### config.mk
export PLATFORM = sky130hd
export DESIGN_NAME = patch_dump_sequencer
export DESIGN_NICKNAME = d
export VERILOG_FILES = /design/src/rtl/patch_dump_pkg.sv /design/src/rtl/patch_dump_sequencer_cksum.sv /design/src/rtl/patch_dump_sequencer.sv
export SDC_FILE = /design/constraint.sdc
export NUM_CORES = 1
export LEC_CHECK = 0
export ABC_AREA = 0
export CAP_MARGIN = 15
export CELL_PAD_IN_SITES_DETAIL_PLACEMENT = 1
export CELL_PAD_IN_SITES_GLOBAL_PLACEMENT = 1
export CORE_MARGIN = 5
export CORE_UTILIZATION = 35
export CTS_BUF_LIST = sky130_fd_sc_hd__clkbuf_2
export DETAILED_ROUTE_END_ITERATION = 16
export PLACE_DENSITY_LB_ADDON = 0.1
export SLEW_MARGIN = 20
export SYNTH_ARGS = -nofsm -noshare
export SYNTH_HDL_FRONTEND = slang
export SYNTH_HIERARCHICAL = 1
export SYNTH_SLANG_ARGS = --single-unit
### constraint.sdc
create_clock -name data_clk -period 5.9 [get_ports data_clk]
set_input_delay 0.885 -clock data_clk [delete_from_list [all_inputs] [get_ports data_clk]]
set_output_delay 0.885 -clock data_clk [all_outputs]
set_load 0.005 [all_outputs]
### src/rtl/patch_dump_pkg.sv
// Shared types and constants for the SysEx patch dump sequencer.
// Section order and tag bytes define the layout of the dump stream.
package patch_dump_pkg;

    typedef enum logic [3:0] {
        ST_IDLE,
        ST_HDR,
        ST_REQ,
        ST_RD,
        ST_CAP,
        ST_TX,
        ST_TAG,
        ST_CHK,
        ST_EOX
    } state_t;

    typedef enum logic [1:0] {
        SEC_COM,
        SEC_OSC,
        SEC_M1,
        SEC_M2
    } sec_t;

    localparam logic [7:0] SYX_SOX = 8'hF0;
    localparam logic [7:0] SYX_EOX = 8'hF7;
    localparam logic [7:0] TAG_COM = 8'h01;
    localparam logic [7:0] TAG_OSC = 8'h02;
    localparam logic [7:0] TAG_M1  = 8'h03;
    localparam logic [7:0] TAG_M2  = 8'h04;
    localparam int         COM_LEN = 32;

    // Number of registers in a section; OSC/M1/M2 scale with the oscillator count.
    function automatic logic [7:0] sec_len(input sec_t sec, input int v_osc);
        if (sec == SEC_COM) begin
            return 8'(COM_LEN);
        end
        return 8'(v_osc * 16);
    endfunction

    function automatic logic [7:0] sec_tag(input sec_t sec);
        case (sec)
            SEC_COM: return TAG_COM;
            SEC_OSC: return TAG_OSC;
            SEC_M1:  return TAG_M1;
            default: return TAG_M2;
        endcase
    endfunction

endpackage

### src/rtl/patch_dump_sequencer_cksum.sv
// 7-bit SysEx checksum accumulator: running sum of tag and data bytes,
// presented as the two's-complement value that brings the total to zero mod 128.
module sysex_cksum (
    input  logic       clk,
    input  logic       rst_n,
    input  logic       clr,
    input  logic       add_en,
    input  logic [6:0] data_byte,
    output logic [6:0] chk
);

    logic [6:0] sum_q;

    always_ff @(posedge clk or negedge rst_n) begin
        if (!rst_n) begin
            sum_q <= 7'd0;
        end else if (clr) begin
            sum_q <= 7'd0;
        end else if (add_en) begin
            sum_q <= sum_q + data_byte;
        end
    end

    assign chk = 7'd0 - sum_q;

endmodule

### src/rtl/patch_dump_sequencer.sv
// Walks the COM/OSC/M1/M2 register spaces and streams them out as a SysEx
// patch dump, sharing the register-file port with the host via req/gnt.
module patch_dump_sequencer
    import patch_dump_pkg::*;
#(
    parameter int         V_OSC  = 4,
    parameter logic [7:0] MFR_ID = 8'h7D,
    parameter logic [7:0] DEV_ID = 8'h00
) (
    input  logic       data_clk,
    input  logic       reset_data_N,
    input  logic       start,
    input  logic       abort,
    input  logic       bus_gnt,
    input  logic [7:0] rd_data,
    input  logic       out_ready,
    output logic       bus_req,
    output logic [6:0] adr,
    output logic       read,
    output logic       osc_sel,
    output logic       com_sel,
    output logic       m1_sel,
    output logic       m2_sel,
    output logic       sysex_data_patch_send,
    output logic [7:0] out_data,
    output logic       out_valid,
    output logic       busy,
    output logic       done
);

    if (V_OSC * 16 > 128 || V_OSC < 1) begin : g_bad_vosc
        $error("V_OSC must satisfy 1 <= V_OSC and V_OSC*16 <= 128");
    end

    state_t     state_q, state_d;
    sec_t       sec_q, sec_d;
    logic [6:0] adr_q, adr_d;
    logic [1:0] hdr_q, hdr_d;
    logic [7:0] data_q, data_d;
    logic       done_q, done_d;
    logic       ck_clr, ck_add;
    logic [6:0] chk;
    logic [6:0] last_adr;
    logic [3:0] sel_vec;

    assign last_adr = 7'(sec_len(sec_q, V_OSC) - 8'd1);

    always_ff @(posedge data_clk or negedge reset_data_N) begin
        if (!reset_data_N) begin
            state_q <= ST_IDLE;
            sec_q   <= SEC_COM;
            adr_q   <= 7'd0;
            hdr_q   <= 2'd0;
            data_q  <= 8'd0;
            done_q  <= 1'b0;
        end else begin
            state_q <= state_d;
            sec_q   <= sec_d;
            adr_q   <= adr_d;
            hdr_q   <= hdr_d;
            data_q  <= data_d;
            done_q  <= done_d;
        end
    end

    always_comb begin
        state_d   = state_q;
        sec_d     = sec_q;
        adr_d     = adr_q;
        hdr_d     = hdr_q;
        data_d    = data_q;
        done_d    = 1'b0;
        ck_clr    = 1'b0;
        ck_add    = 1'b0;
        bus_req   = 1'b0;
        read      = 1'b0;
        adr       = 7'd0;
        sel_vec   = 4'b0000;
        out_valid = 1'b0;
        out_data  = 8'h00;

        case (state_q)
            ST_IDLE: begin
                ck_clr = 1'b1;
                if (start && !abort) begin
                    state_d = ST_HDR;
                    hdr_d   = 2'd0;
                end
            end
            ST_HDR: begin
                out_valid = 1'b1;
                out_data  = (hdr_q == 2'd0) ? SYX_SOX :
                            (hdr_q == 2'd1) ? MFR_ID  : DEV_ID;
                if (out_ready) begin
                    if (hdr_q == 2'd2) begin
                        state_d = ST_TAG;
                        sec_d   = SEC_COM;
                    end else begin
                        hdr_d = hdr_q + 2'd1;
                    end
                end
            end
            ST_TAG: begin
                out_valid = 1'b1;
                out_data  = sec_tag(sec_q);
                if (out_ready) begin
                    ck_add  = 1'b1;
                    adr_d   = 7'd0;
                    state_d = ST_REQ;
                end
            end
            ST_REQ: begin
                bus_req = 1'b1;
                if (bus_gnt) begin
                    state_d = ST_RD;
                end
            end
            ST_RD: begin
                bus_req = 1'b1;
                read    = 1'b1;
                adr     = adr_q;
                sel_vec = 4'b0001 << sec_q;
                state_d = bus_gnt ? ST_CAP : ST_REQ;
            end
            ST_CAP: begin
                // Register file answers one cycle after the strobe; a lost grant forces a re-read.
                bus_req = 1'b1;
                adr     = adr_q;
                sel_vec = 4'b0001 << sec_q;
                if (bus_gnt) begin
                    data_d  = rd_data & 8'h7F;
                    state_d = ST_TX;
                end else begin
                    state_d = ST_REQ;
                end
            end
            ST_TX: begin
                out_valid = 1'b1;
                out_data  = data_q;
                if (out_ready) begin
                    ck_add = 1'b1;
                    if (adr_q == last_adr) begin
                        if (sec_q == SEC_M2) begin
                            state_d = ST_CHK;
                        end else begin
                            sec_d   = sec_t'(sec_q + 2'd1);
                            state_d = ST_TAG;
                        end
                    end else begin
                        adr_d   = adr_q + 7'd1;
                        state_d = ST_RD;
                    end
                end
            end
            ST_CHK: begin
                out_valid = 1'b1;
                out_data  = {1'b0, chk};
                if (out_ready) begin
                    state_d = ST_EOX;
                end
            end
            ST_EOX: begin
                out_valid = 1'b1;
                out_data  = SYX_EOX;
                if (out_ready) begin
                    state_d = ST_IDLE;
                    done_d  = 1'b1;
                end
            end
            default: state_d = ST_IDLE;
        endcase

        // Abort overrides any transfer or advance decided above.
        if (abort && state_q != ST_IDLE) begin
            state_d = ST_IDLE;
            ck_add  = 1'b0;
            ck_clr  = 1'b1;
            done_d  = 1'b0;
        end
    end

    sysex_cksum u_cksum (
        .clk       (data_clk),
        .rst_n     (reset_data_N),
        .clr       (ck_clr),
        .add_en    (ck_add),
        .data_byte (out_data[6:0]),
        .chk       (chk)
    );

    assign com_sel               = sel_vec[0];
    assign osc_sel               = sel_vec[1];
    assign m1_sel                = sel_vec[2];
    assign m2_sel                = sel_vec[3];
    assign busy                  = (state_q != ST_IDLE);
    assign sysex_data_patch_send = busy;
    assign done                  = done_q;

endmodule

# Yosys cells after proc, flatten, opt, wreduce, memory -nomap -nowiden
# Cells that the tools add are included.
# Widths: inputs -> output; s select.
# op_classes
eq_ne	31
n_mux	49
n_addsub	6
shifts	1
n_reduce_logical	20
# op_table
operator	n
$mux 7	9
$mux 4	11
$pmux 8 s5	1
$pmux 4 s9	1
$ne 3x3->1 const B	8
$ne 2x2->1 const B	9
$eq 4x3->1 const B	4
$mux 2	8
$pmux 7 s2	1
$mux 1	12
$pmux 3 s3	1
$eq 4x2->1 const B	2
$mux 8	1
$pmux 2 s2	2
$reduce_and 4->1	2
$reduce_and 8->1	1
$reduce_bool 2->1	4
$add 7x1->7 const B	1
$add 7x7->7	1
$eq 7x7->1	1
$sub 1x7->7 const A	1
$sub 7x1->7 const B	1
$eq 2x2->1 const B	3
$mux 3	2
other kinds (15)	20
# word_totals
reg_bits	30
word_cells	114

# Depth between registers and ports, before layout
# Gate-level depths: netlist of the first run.
# depth
word_depth	9
ltp_mapped	13
depth_no_buf	13

# Cells and area by module
# Netlist of the first run, hierarchy kept.
# modules_own_cells
mod	area_per_inst_um2	n_inst	cells_each
patch_dump_sequencer	1781.7	1	199
sysex_cksum	619.3	1	68

# Least setup slack after synthesis of the first run
# No wires, ideal clock.
# synth_timing
path_type	reg-to-reg
from	reg state_q[1]
to	reg u_cksum.sum_q[6]
setup_slack_ns	2.891
arrival_ns	2.882
stages_incl_launch_ff	13
t_required_ns	5.772
path_cell_list	dfrtp_1 > clkbuf_1 > buf_2 > buf_2 > a32oi_1 > o22ai_1 > inv_1 > fa_1 > and2b_1 > o21ai_2 > o21ai_2 > mux2i_1 > mux2_1
# synth_via
elab_chain_len	5
word_cells_on_any_way	18
# synth_lines
element	line_no	rtl
from (decl)	patch_dump_sequencer.sv:35	state_t state_q, state_d;
from (signal assigned)	patch_dump_sequencer.sv:57	state_q <= state_d;
$eq 4x4->1 (tied with other cells)	patch_dump_sequencer.sv:82	case (state_q)
$pmux 8 s5 (*)	patch_dump_sequencer.sv:82	
named net out_data[1]	patch_dump_sequencer.sv:25	output logic [7:0] out_data,
$add 7x7->7 (*)	patch_dump_sequencer_cksum.sv:20	sum_q <= sum_q + data_byte;
$mux 7 (*)	patch_dump_sequencer_cksum.sv:19	end else if (add_en) begin
$mux 7 (*)	patch_dump_sequencer_cksum.sv:17	end else if (clr) begin
to (signal assigned)	patch_dump_sequencer_cksum.sv:20	
to (decl)	patch_dump_sequencer_cksum.sv:12	logic [6:0] sum_q;
# The timed path passes the listed nets; every way through them passes the cells marked *. The select of a mux whose other input is x is not followed.
# A chain may end at the register's enable or synchronous reset.

# Worst setup path in the final report of the first run
# layout_timing
from	reg state_q[1]
to	out adr[1]
# layout_via
elab_chain_len	3
word_cells_on_any_way	4
# layout_lines
element	line_no	rtl
$eq 4x3->1 / $eq 4x2->1 (equally long branches)	patch_dump_sequencer.sv:82	
$reduce_or 2->1 (no line) (*)	n/a	
$mux 7 (*)	patch_dump_sequencer.sv:82	
to (decl)	patch_dump_sequencer.sv:18	output logic [6:0] adr,
# Every way passes the cells marked *; elsewhere a longest branch is shown, timed or not.

==> summary.md, run 1 <==
| Metric | Value |
|---|---|
| CTS clk-pin slew, worst paths | 0.18 ns |
| Crit path DAT | 2.78 ns |
| I/O pin total | 39 |
| Chip height | 92.83 um |
| DRT Wirelength | 6.585 mm |
| Post-synth EDFFs | 0 |
| Initial DRC count | 113 |
| Hold Vio Cnt, Final | 0 |
| TritonCTS Buffers | 5 |
| DP HPWL | 4.868 mm |
| Die area | 8616 um^2 |
| Maxcap violations | 0 |
| Setup crit end kind | output pin |
| Layout cell share with drive strength beyond 1 | 0.07973 |
| Gpl congestion | 0.7770 |
| Area of the multi-input gates | 1543 um^2 |
| Via density | 5.483 |
| Peak supply drop | 0.09450 mV |
| Syn Std Cell Area | 2401 um^2 |
| Cell Count, Final, Fillers Out | 381 |
| Initial Util | 0.3574 |
| Status | complete, no violations |
| First-pass GRT wire length | 11.26 mm |
| Final setup viols | 0 |
| Post-synthesis sequential area ratio | 0.3127 |
| Async set or reset register ratio after synthesis | 1.000 |
| Root buf cell | clkbuf_2 |
| Fin area | 2864 um^2 |
| Syn Nets | 297 |
| Antenna violations before repair | 0 |
| Critical path class | flip-flop to output pin |
| Clock Skews | 0.01827 ns |
| Slew headroom | 0.4993 |
| Hold buffers post-CTS | 0 |
| Clock Sink Count | 30 |
| GRT Total Usage | 0.1628 |
| Leak pwr | 1.213 nW |
| Flip-flop and latch area | 750.7 um^2 |
| Core ar. | 6719 um^2 |
| Crit path launch type | flip-flop |
| Period utilization | 0.6211 |
| Critical Path RT | 5.02 ns |
| Peak Freq | 272.9 MHz |
| Largest net degree at the start of global routing | 31 |
| Inserted Diodes | 0 |
| Total iterations of the first detailed-routing run | 4 |
| Clk Latency, worst-skew pair | 0.37 ns |
| Hold WS | 0.5364 ns |
| Syn. warnings | 6 |
| Resized Gates After CTS | 0 |
| Wirelength per Cell | 17.28 um |
| Maximum clock path buffer count | 2 |
| Remaining Overflow, GRT | 0 |
| Gate count after technology mapping | 267 |
| Flops & latches, synth | 30 |
| Fin. max-slew vios | 0 |
| Synth Flop Type | dfrtp_1 |
| Vias | 2089 |
| Final #Nets | 330 |
| Routed Antenna Nets | 0 |
| Synth unique cells | 57 |
| Area of placed instances | 2828 um^2 |
| DRC errors left | 0 |
| Syn Area/Cell | 8.993 um^2 |
| Vias in the first global route | 2193 |
| Hold WC Path Type | flip-flop to flip-flop |
| Die width | 92.83 um |
| Crit Path Max Fanout | 30 |
| PD cells | 355.4 nW/um^2 |
| CTS tree | built |
| PortBufs | 37 |
| CTS HTree Levels | 2 |
| Slew @ Worst Pin | 0.7449 ns |
| RSZ-0062 raised after global routing | false |
| Final min period | 3.664 ns |
| Placed insts | 373 |
| Fillers | 791 |
| Setup bufs post-CTS | 0 |
| Area Overhead vs Synth | 19.28% |
| Setup tns final | 0 ns |
| Row count | 30 |
-- layer usage --
metal	vias to the layer above	global-route usage	wire, um
met5	-	0	0
met4	0	0.04151	57
met3	7	0.03249	271
met2	37	0.2466	2936
met1	1012	0.2355	3320
li1	1033	-	-
-- sequential cells by signal (all words and copies together) (netlist names) --
signal	count
adr_q	7
data_q	7
u_cksum/sum_q	7
state_q	4
hdr_q	2
sec_q	2
done	1
-- where the power goes --
part,internal [mW],leakage (nW),switching (mW)
registers,0.254,0.398,0.0670
logic,0.289,0.789,0.307
clock network,0.0253,0.0255,0.0747
-- final cells by class --
| class | instances | share of cell area |
|---|---|---|
| clock buffers | 5 | 0.008737 |
| clock inverters | 3 | 0.003932 |
| inverters | 11 | 0.01442 |
| flip-flops and latches | 30 | 0.2621 |
| multi-input cells | 212 | 0.5387 |
| repair buffers | 40 | 0.1372 |
| well taps | 80 | 0.03495 |
-- worst max-delay path, cell delays in order (launching register included) --
cell and delay, ns:
dfrtp_1 0.41, buf_4 0.25, nor2_1 0.34, nand2_1 0.13, a21oi_1 0.57, and2_1 0.23
clkdlybuf4s50_1 0.50
-- stage by stage --
stage	total power, mW	worst slack [ns]	utilization
finish	1.018	2.236	0.4263
global placement	0.9175	2.305	0.4209
detailed placement	0.9282	2.305	0.4209
global route	1.111	1.941	0.4263
floorplan	0.7031	2.891	-
CTS	1.035	2.114	0.4263
-- final timing paths --
check	depth (start not counted)	slack, ns	endpoint	startpoint
max	6	2.24	adr[1]	state_q[1]
min	1	0.54	data_q[1]	data_q[1]
max reg2reg	12	2.34	u_cksum/sum_q[6]	state_q[0]
min reg2reg	1	0.54	data_q[1]	data_q[1]
max in group asynchronous	2	4.69	adr_q[3]	reset_data_N
min in group asynchronous	2	0.90	u_cksum/sum_q[2]	reset_data_N
-- cell families (layout without fill, tap and decap cells) --
group	Yosys count	after routing	share of synthesized area
XOR/XNOR	10	10	0.03648
multiplexers	21	21	0.09589
adder cells (fa/ha/maj)	16	16	0.08650
flip-flops	30	30	0.3127
AND/OR/NAND/NOR	95	95	0.2204
buffers and inverters	25	59	0.04481
AO/OA/AOI/OAI	70	70	0.2032
-- placed cells by master (no fill, tap or decap), types with 7 or more instances in the layout --
cell | netlist | routed
clkdlybuf4s50_1 | 0 | 37
nand2b_1 | 13 | 13
inv_1 | 11 | 11
mux2_2 | 7 | 7
and2_1 | 12 | 12
xnor2_1 | 7 | 7
dfrtp_1 | 30 | 30
o31ai_1 | 9 | 9
mux2i_1 | 11 | 11
o21ai_0 | 21 | 21
ha_1 | 15 | 15
nor2_1 | 20 | 20
nand3_1 | 9 | 9
nand2_1 | 13 | 13
-- synthesized netlist by cell type (3+ instances only) --
cell type	instances	area (um^2)
dfrtp_1	30	750.7
mux2i_1	11	110.1
nand3_1	9	45.04
a211o_1	4	35.03
o21ai_0	21	105.1
nand2_1	13	48.80
a21o_1	5	37.54
ha_1	15	187.7
a32oi_1	3	26.28
a21oi_1	5	25.02
xnor2_1	7	61.31
buf_2	5	25.02
o31ai_1	9	67.56
and3_1	3	18.77
inv_1	11	41.29
and2_1	12	75.07
o22ai_1	4	25.02
nand2b_1	13	81.33
nor2_1	20	75.07
clkbuf_1	6	22.52
nand3b_1	3	22.52
nor3_1	3	15.01
nor2b_1	6	37.54
mux2_2	7	78.83
xor2_1	3	26.28
Power figures use the tool's default switching activity.
==> run 2, diff against run 1 <==
- clock period: 5.9 -> 3.65 ns (I/O delays scaled with it)
==> summary.md, run 2 (synthesized netlist as in run 1, its figures left out) <==
| Metric | Value |
|---|---|
| Initial Util | 0.3574 (unchanged) |
| Final setup viols | 0 (unchanged) |
| CTS clk-pin slew, worst paths | 0.18 ns (about the same) |
| Chip height | 92.83 um (unchanged) |
| Root buf cell | clkbuf_2 |
| Met3 WL | 195 um (-28%) |
| Met2 routed WL | 3.186 mm (+8.5%) |
| Max layer used | met4 |
| Inserted Diodes | 0 (unchanged) |
| Critical path class | flip-flop to output pin |
| TritonCTS Buffers | 5 (unchanged) |
| Seq pwr share | 0.286 (-0.030) |
| Metal1 wirelength | 3.296 mm (-0.72%) |
| Remaining Overflow, GRT | 0 (unchanged) |
| Hold WC Path Type | flip-flop to flip-flop |
| Commonest cells after routing, fill and taps aside | clkdlybuf4s50_1 (37), dfrtp_1 (30), o21ai_0 (21) |
| Slew @ Worst Pin | 0.7066 ns (-0.03829 ns) |
| Placement Setup Slack | 0.4383 ns (-1.867 ns) |
| Critical Path RT | 3.10 ns (-1.92 ns) |
| Total power | 1.714 mW (+68%) |
| Switching share of power | 0.4337 (-0.007412) |
| Crit path launch type | flip-flop |
| Hold Vio Cnt, Final | 0 (unchanged) |
| R2R cell count | 13 (+1) |
| Antenna violations before repair | 0 (unchanged) |
| CP Launch Point | state_q[0] |
| Peak Freq | 314.1 MHz |
| Vias | 2119 (+1.4%) |
| Clk Latency, worst-skew pair | 0.37 ns (about the same) |
| Pint | 970.4 uW (+71%) |
| Wirelength per Cell | 17.43 um (+0.86%) |
| Area of the multi-input gates | 1543 um^2 (unchanged) |
| Switching pwr | 743.3 uW (+66%) |
| Layout cell share with drive strength beyond 1 | 0.1075 (+0.02776) |
| Critical R2R Launch | sec_q[0] |
| Via density | 5.475 (-0.14%) |
| Maxcap violations | 0 (unchanged) |
| I/O pin total | 39 (unchanged) |
| Commonest non-fill, non-tap cell in the layout | clkdlybuf4s50_1 |
| Min-delay src | data_q[1] |
| Maximum clock path buffer count | 2 (unchanged) |
| Clock share of power | 0.101 (+0.003) |
| DP HPWL | 5.177 mm (+6.4%) |
| Clock Skews | 0.01959 ns (+0.001324 ns) |
| Setup tns final | 0 ns (unchanged) |
| Resized Gates After CTS | 0 (unchanged) |
| DRC errors left | 0 (unchanged) |
| Gpl congestion | 0.7948 (+2.3%) |
| Slew headroom | 0.5250 (+0.02574) |
| Crit path DAT | 2.64 ns (-0.14 ns) |
| Leak pwr | 1.252 nW (+3.3%) |
| CTS HTree Levels | 2 (unchanged) |
| Fin area | 2915 um^2 (+1.8%) |
| Core ar. | 6719 um^2 (unchanged) |
| First-pass GRT wire length | 11.47 mm (+1.8%) |
| Crit path to | adr[1] |
| Die area | 8616 um^2 (unchanged) |
| Crit Path Max Fanout | 11 (-63%) |
| CTS tree | built |
| Hold buffers post-CTS | 0 (unchanged) |
| Area of placed instances | 2880 um^2 (+1.9%) |
| PD cells | 587.8 nW/um^2 (+65%) |
| Clock Sink Count | 30 (unchanged) |
| Largest net degree at the start of global routing | 31 (unchanged) |
| GRT Total Usage | 0.1676 (+0.004797) |
| Biggest regs | adr_q (7), data_q (7), u_cksum/sum_q (7) |
| Final #Nets | 337 (+2.1%) |
| Period utilization | 0.8724 |
| Setup WS post-layout | 0.4659 ns (-1.770 ns) |
| FF-to-FF setup slack | 0.47 ns (-1.87 ns) |
| Hold WS | 0.5392 ns (+0.002814 ns) |
| DRT Wirelength | 6.746 mm (+2.4%) |
| Area Overhead vs Synth | 21.42% |
| Vias in the first global route | 2200 (+0.32%) |
| RSZ-0062 raised after global routing | false |
| Routed Antenna Nets | 0 (unchanged) |
| Setup bufs post-CTS | 0 (unchanged) |
| Comb pwr share | 0.613 (+0.027) |
| Row count | 30 (unchanged) |
| Critical R2R Capture | u_cksum/sum_q[6] |
| Final min period | 3.184 ns |
| Fin. max-slew vios | 0 (unchanged) |
| Status | complete, no violations |
| Die width | 92.83 um (unchanged) |
| Initial DRC count | 50 (-56%) |
| Setup crit end kind | output pin |
| Fillers | 777 (-1.8%) |
| Flip-flop and latch area | 750.7 um^2 (unchanged) |
| Total iterations of the first detailed-routing run | 4 (unchanged) |
| Peak supply drop | 0.2211 mV (+130%) |
| PortBufs | 37 (unchanged) |
==> run 2: changes by cell type in the layout (fill, tap and decap cells not counted) <==
| cell | before | now |
|---|---|---|
| clkinv_1 | 3 | 0 |
| buf_4 | 3 | 10 |
| clkbuf_2 | 5 | 7 |
==> run 2: area by class of cell <==
cell class	instances	area share
clock buffer	7	0.01202
inverter	11	0.01416
timing repair buffer	47	0.1528
tap	80	0.03433
sequential	30	0.2575
multi-input combinational	212	0.5292
==> run 2: worst min-delay path by stage <==
stage / end / slack, ns / cells past startpoint
finish: data_q[1] / 0.54 / 1
global route: hdr_q[0] / 0.56 / 1
CTS: data_q[1] / 0.54 / 1
detailed placement: data_q[1] / 0.50 / 1
global placement: data_q[1] / 0.49 / 1
floorplan: adr_q[0] / 0.25 / 0
==> run 2: power by group through the flow <==
stage	clock network [mW]	registers [mW]	logic, mW
after global routing	0.199	0.502	1.16
after CTS	0.183	0.489	1.06
after global placement	0	0.493	1.05
after detailed placement	0	0.496	1.06
final	0.173	0.490	1.05
after floorplan	0	0.464	0.672
==> run 2: worst max-delay path, stage by stage (launching register included) <==
cell and delay (ns):
dfrtp_1 0.52, buf_4 0.22, nor2_1 0.15, nand2_1 0.09, a21oi_1 0.56, and2_1 0.23
clkdlybuf4s50_1 0.50
==> run 2: through the flow <==
step,cells,utilization
floorplan,267,-
CTS,387,0.4339
finish,387,0.4339
global placement,380,0.4287
detailed placement,380,0.4287
global route,387,0.4339
==> run 2: layer usage <==
| metal | up-vias | track usage |
|---|---|---|
| met5 | - | 0 |
| li1 | 1043 | - |
| met4 | 0 | 0.03907 |
| met3 | 6 | 0.03493 |
| met2 | 25 | 0.2759 |
| met1 | 1045 | 0.2248 |
==> run 3, diff against run 2 <==
- CAP_MARGIN: 15 -> not set
==> results of run 3 <==
The final DEF is identical to that of run 2; final timing and power are the same.
